<file path="src/rtl/regfile_wb_arbiter.sv">
// Write-back arbiter for the single register-file write port.
// Port A (ALU) normally wins; port B (load unit) is guaranteed a grant after
// STARVE_MAX consecutive lost arbitrations. The winning write is registered,
// writes to x0 are accepted but not performed, and the registered write is
// exposed as a bypass for same-cycle reads.
//
// Handshake: a transfer on port x happens at a rising clk edge where
// x_valid && x_ready. Requesters hold valid/rd/data stable until accepted.
// x_ready depends only on the two valids and the starvation counter, never on
// rd or data. At most one ready is high per cycle. Both readies are low while
// rst_n is low.
module regfile_wb_arbiter #(
  parameter int XLEN       = 32,
  parameter int AW         = 5,
  parameter int STARVE_MAX = 3
) (
  input  logic            clk,
  input  logic            rst_n,
  input  logic            a_valid,
  input  logic [AW-1:0]   a_rd,
  input  logic [XLEN-1:0] a_data,
  output logic            a_ready,
  input  logic            b_valid,
  input  logic [AW-1:0]   b_rd,
  input  logic [XLEN-1:0] b_data,
  output logic            b_ready,
  output logic            rf_we,
  output logic [AW-1:0]   rf_wa,
  output logic [XLEN-1:0] rf_wd,
  output logic            byp_valid,
  output logic [AW-1:0]   byp_rd,
  output logic [XLEN-1:0] byp_data
);

  localparam int CW = $clog2(STARVE_MAX + 1);
  localparam logic [CW-1:0] STARVE_LIM = CW'(STARVE_MAX);

  logic [CW-1:0]   starve_q, starve_d;
  logic            we_q, we_d;
  logic [AW-1:0]   wa_q, wa_d;
  logic [XLEN-1:0] wd_q, wd_d;
  logic            grant_a, grant_b;
  logic [AW-1:0]   win_rd;
  logic [XLEN-1:0] win_data;

  // Grant decision: B wins when A is idle or B has lost STARVE_MAX times.
  // Readies are masked by rst_n so nothing is offered while in reset.
  always_comb begin
    grant_b = 1'b0;
    grant_a = 1'b0;
    if (rst_n) begin
      grant_b = b_valid && ((starve_q == STARVE_LIM) || !a_valid);
      grant_a = a_valid && !grant_b;
    end
    a_ready = grant_a;
    b_ready = grant_b;
  end

  // Winner mux plus next-state for the starvation counter and output register.
  always_comb begin
    win_rd   = grant_b ? b_rd   : a_rd;
    win_data = grant_b ? b_data : a_data;
    starve_d = starve_q;
    we_d     = 1'b0;
    wa_d     = wa_q;
    wd_d     = wd_q;
    if (!b_valid || grant_b) begin
      starve_d = '0;
    end else if (grant_a && (starve_q != STARVE_LIM)) begin
      starve_d = starve_q + 1'b1;
    end
    if (grant_a || grant_b) begin
      wa_d = win_rd;
      wd_d = win_data;
      we_d = (win_rd != '0);
    end
  end

  // State registers; asynchronous reset drops any pending write at once.
  always_ff @(posedge clk or negedge rst_n) begin
    if (!rst_n) begin
      starve_q <= '0;
      we_q     <= 1'b0;
      wa_q     <= '0;
      wd_q     <= '0;
    end else begin
      starve_q <= starve_d;
      we_q     <= we_d;
      wa_q     <= wa_d;
      wd_q     <= wd_d;
    end
  end

  assign rf_we     = we_q;
  assign rf_wa     = wa_q;
  assign rf_wd     = wd_q;
  assign byp_valid = we_q;
  assign byp_rd    = wa_q;
  assign byp_data  = wd_q;

endmodule

</file>
<file path="config.mk">
export PLATFORM = sky130hd
export DESIGN_NAME = regfile_wb_arbiter
export DESIGN_NICKNAME = d
export VERILOG_FILES = /design/src/rtl/regfile_wb_arbiter.sv
export SDC_FILE = /design/constraint.sdc
export NUM_CORES = 1
export LEC_CHECK = 0
export ABC_CLOCK_PERIOD_IN_PS = 1500
export CAP_MARGIN = 20
export CORE_MARGIN = 10
export CORE_UTILIZATION = 30
export DETAILED_ROUTE_END_ITERATION = 8
export HOLD_SLACK_MARGIN = 0.08
export PLACE_DENSITY = 0.74
export SETUP_SLACK_MARGIN = 0.3
export SLEW_MARGIN = 20
export SYNTH_ARGS = -nofsm -noshare
export SYNTH_HDL_FRONTEND = slang
export SYNTH_SLANG_ARGS = --single-unit
</file>
<file path="constraint.sdc">
create_clock -name clk -period 1.5 [get_ports clk]
set_clock_uncertainty 0.2 [all_clocks]
set_input_delay 0.225 -clock clk [delete_from_list [all_inputs] [get_ports clk]]
set_output_delay 0.225 -clock clk [all_outputs]
set_load 0.03 [all_outputs]
</file>
==> load_flow_metrics.sql <==
INSERT INTO impl_metrics (metric_group, metric, value, unit) VALUES
('global_route', 'grt_pass1_vias', '2568', ''),
('timing', 'timing.final.setup_violations', '42', ''),
('timing', 'post-route-worst-setup-slack', '-0.3481', 'ns'),
('synthesis', 'synth_top_area_share', '45.48', '%'),
('global_route', 'final_global_route_overflow_total', '0', ''),
('synthesis', 'synth.net_count', '285', ''),
('min_path', 'holdCritPathClass', 'input port to asynchronous set/reset pin', ''),
('detailed_routing', 'postRouteAntennaNets', '0', ''),
('timing', 'final_period_minus_worst_setup_slack', '1.848', 'ns'),
('pwr', 'pd_cells', '982.2', 'nW/um^2'),
('floorplan', 'design.core.area', '7176', 'um^2'),
('synthesis', 'synth_sequential_area_ratio', '45.48', '%'),
('critical_path', 'crit_path_end_kind', 'primary output', ''),
('outcome', 'violations_in_the_final_reports', 'setup timing', ''),
('detailed_routing', 'route.detailed.wl_per_inst', '19.21', 'um'),
('critical_path', 'setup.worst_path.class', 'flip-flop to primary output', ''),
('pwr', 'pwr-share-comb', '50.0', '%'),
('clock_tree', 'htree_levels', '2', ''),
('critical_path', 'start_kind', 'flip-flop', ''),
('detailed_routing', 'detailroute.via_count', '2254', ''),
('synthesis', 'synth-warning-count', '0', ''),
('synthesis', 'synthAdderAreaFrac', '0.5685', '%'),
('clock_tree', 'worst_skew_pair.late_latency', '0.28', 'ns'),
('placement', 'area_post_placement', '3537', 'um^2'),
('floorplan', 'die-width', '105.7', 'um'),
('critical_path', 'worstPathRequired', '1.07', 'ns'),
('critical_path', 'largest_fanout_of_any_net_on_the_critical_path', '3', ''),
('pwr', 'clkPwrFrac', '17.6', '%'),
('pwr', 'irDropWorstVdd', '0.0004755', 'V'),
('placement', 'dp_slack', '-0.3560', 'ns'),
('synthesis', 'asyncSetResetFlopFracSynth', '100.0', '%'),
('floorplan', 'core.rowCount', '31', ''),
('synthesis', 'synthesis.area_per_instance', '10.68', 'um^2'),
('synthesis', 'syn_inst', '206', ''),
('layout', 'ff_latch_area', '1002', 'um^2'),
('floorplan', 'initial_core_utilization', '30.67', '%'),
('timing', 'drv_slew', '0', ''),
('detailed_routing', 'detailedRoute.firstIterationViolations', '49', ''),
('outcome', 'result_of_the_run', 'finished with violations', ''),
('placement', 'post-dp-hpwl', '6187', 'um'),
('timing', 'hold-worst-slack', '0.2897', 'ns'),
('layout', 'final_area', '4392', 'um^2'),
('timing', 'timing.max_slew.rel_slack', '81.63', '%'),
('synthesis', 'synth.area.top_cells', 'sky130_fd_sc_hd__dfrtp_1, sky130_fd_sc_hd__buf_4, sky130_fd_sc_hd__o32a_1', ''),
('layout', 'area_taken_by_multi_input_logic_gates', '867.1', 'um^2'),
('global_route', 'first_pass_grt_wire_length', '13520', 'um'),
('synthesis', 'post_synth_mux_area_share', '0', '%'),
('detailed_routing', 'routed_wirelength', '8912', 'um'),
('floorplan', 'design.die.area', '11160', 'um^2'),
('clock_tree', 'number_of_cts_inserted_buffers', '5', ''),
('pwr', 'leakagePower', '1.838', 'nW'),
('global_route', 'grt_util_all_layers', '14.83', '%'),
('timing', 'tightest_slew', '0.2755', 'ns'),
('floorplan', 'design.portCount', '156', ''),
('layout', 'n_fill_cell', '594', ''),
('synthesis', 'compound_cell_area_share_of_the_yosys_netlist', '29.05', '%'),
('synthesis', 'postSynth.topFlopCell', 'sky130_fd_sc_hd__dfrtp_1', ''),
('job', 'maxCapViolCount', '0', ''),
('placement', 'number_of_buffers_added_on_ports', '155', ''),
('pwr', 'power.net_switching', '1.592', 'mW'),
('layout', 'post_route_cells_drive_above_1_share', '41.37', '%'),
('synthesis', 'number_of_enable_flip_flop_cells_after_synthesis', '0', ''),
('layout', 'nNetsFinal', '443', ''),
('critical_path', 'arrival', '1.42', 'ns'),
('floorplan', 'floorplan.die.height', '105.7', 'um'),
('synthesis', 'yosysUniqueCellTypes', '25', ''),
('layout', 'most-common-layout-cells', 'sky130_fd_sc_hd__buf_6, sky130_fd_sc_hd__clkdlybuf4s50_1, sky130_fd_sc_hd__dfrtp_1', ''),
('layout', 'final_core_util', '61.20', '%'),
('timing', 'maxClockFrequency', '541.1', 'MHz'),
('clock_tree', 'clock_tree.root_cell', 'sky130_fd_sc_hd__clkbuf_8', ''),
('layout', 'mostFrequentLayoutCell', 'sky130_fd_sc_hd__buf_6', '');
## cells in the mapped netlist, types with 2 or more instances
| library cell | n |
|---|---|
| sky130_fd_sc_hd__o32a_1 | 30 |
| sky130_fd_sc_hd__o21a_1 | 31 |
| sky130_fd_sc_hd__buf_4 | 42 |
| sky130_fd_sc_hd__a21oi_1 | 2 |
| sky130_fd_sc_hd__o21ai_0 | 7 |
| sky130_fd_sc_hd__clkbuf_1 | 2 |
| sky130_fd_sc_hd__buf_6 | 3 |
| sky130_fd_sc_hd__dfrtp_1 | 40 |
| sky130_fd_sc_hd__nand2b_1 | 3 |
| sky130_fd_sc_hd__a31oi_1 | 7 |
| sky130_fd_sc_hd__buf_2 | 9 |
| sky130_fd_sc_hd__nor2_1 | 10 |
| sky130_fd_sc_hd__nand3_1 | 8 |
## timing repair
| item | 4_1_cts | 5_1_grt |
|---|---|---|
| endpoints found under the setup margin | 118 | 118 |
| cloned | 4 | 2 |
| endpoints found under the hold margin | 40 | 0 |
| gates resized for setup | 289 | 14 |
| setup buffers | 19 | 9 |
| pin swaps | 8 | 8 |
| hold buffers | 1 | 0 |
## critical path, stage by stage (launching register included)
cell,delay [ns]
sky130_fd_sc_hd__dfrtp_1,0.41
sky130_fd_sc_hd__ha_4,0.18
sky130_fd_sc_hd__nor2b_4,0.18
sky130_fd_sc_hd__o21ai_4,0.08
sky130_fd_sc_hd__buf_12,0.13
sky130_fd_sc_hd__clkinv_4,0.03
sky130_fd_sc_hd__buf_6,0.11
## final timing paths
check / end / slack, ns / depth (start not counted)
min in group clk: byp_data[2] / 0.30 / 4
setup / recovery: a_ready / -0.35 / 6
hold reg to reg: byp_rd[3] / 0.41 / 2
setup reg to reg: byp_data[3] / -0.33 / 8
max in group asynchronous: byp_data[27] / 0.48 / 3
hold / removal: starve_q[1] / 0.29 / 3
## flip-flops by register name, summed over array words and instances (netlist names)
register and count:
byp_data 32, byp_rd 5, byp_valid 1, starve_q 2
## logic make-up after synthesis
group | Yosys count
buffers and inverters | 58
DFF | 40
and+or+nand+nor | 28
adders and majority gates | 1
AOI/OAI and AO/OA | 79
## routing by layer
metal  vias up  track usage [%]  part of all wire, %
li1       1049                -                    -
met1      1077            15.35                   38
met2       120            26.10                   50
met3         8            7.369                   11
met4         0            3.772                  1.1
met5         -                0                    0
## area by class of cell
cell class / count / area share [%]
clock inverters: 1 / 0.1709
multi-input cells: 108 / 19.74
repair buffers: 207 / 52.19
flip-flops and latches: 40 / 22.82
clock buffers: 7 / 1.966
well taps: 99 / 2.821
inverters: 2 / 0.2849
## power by group through the flow
| stage | combinational, mW | clock [mW] | sequential (mW) |
|---|---|---|---|
| 6_report | 2.16 | 0.759 | 1.40 |
| 5_1_grt | 2.27 | 0.836 | 1.42 |
| 4_1_cts | 2.11 | 0.791 | 1.40 |
| 3_5_place_dp | 1.79 | 0 | 1.36 |
| 3_3_place_gp | 1.76 | 0 | 1.36 |
| 2_1_floorplan | 0.834 | 0 | 1.63 |
(Power assumes the default switching activity.)
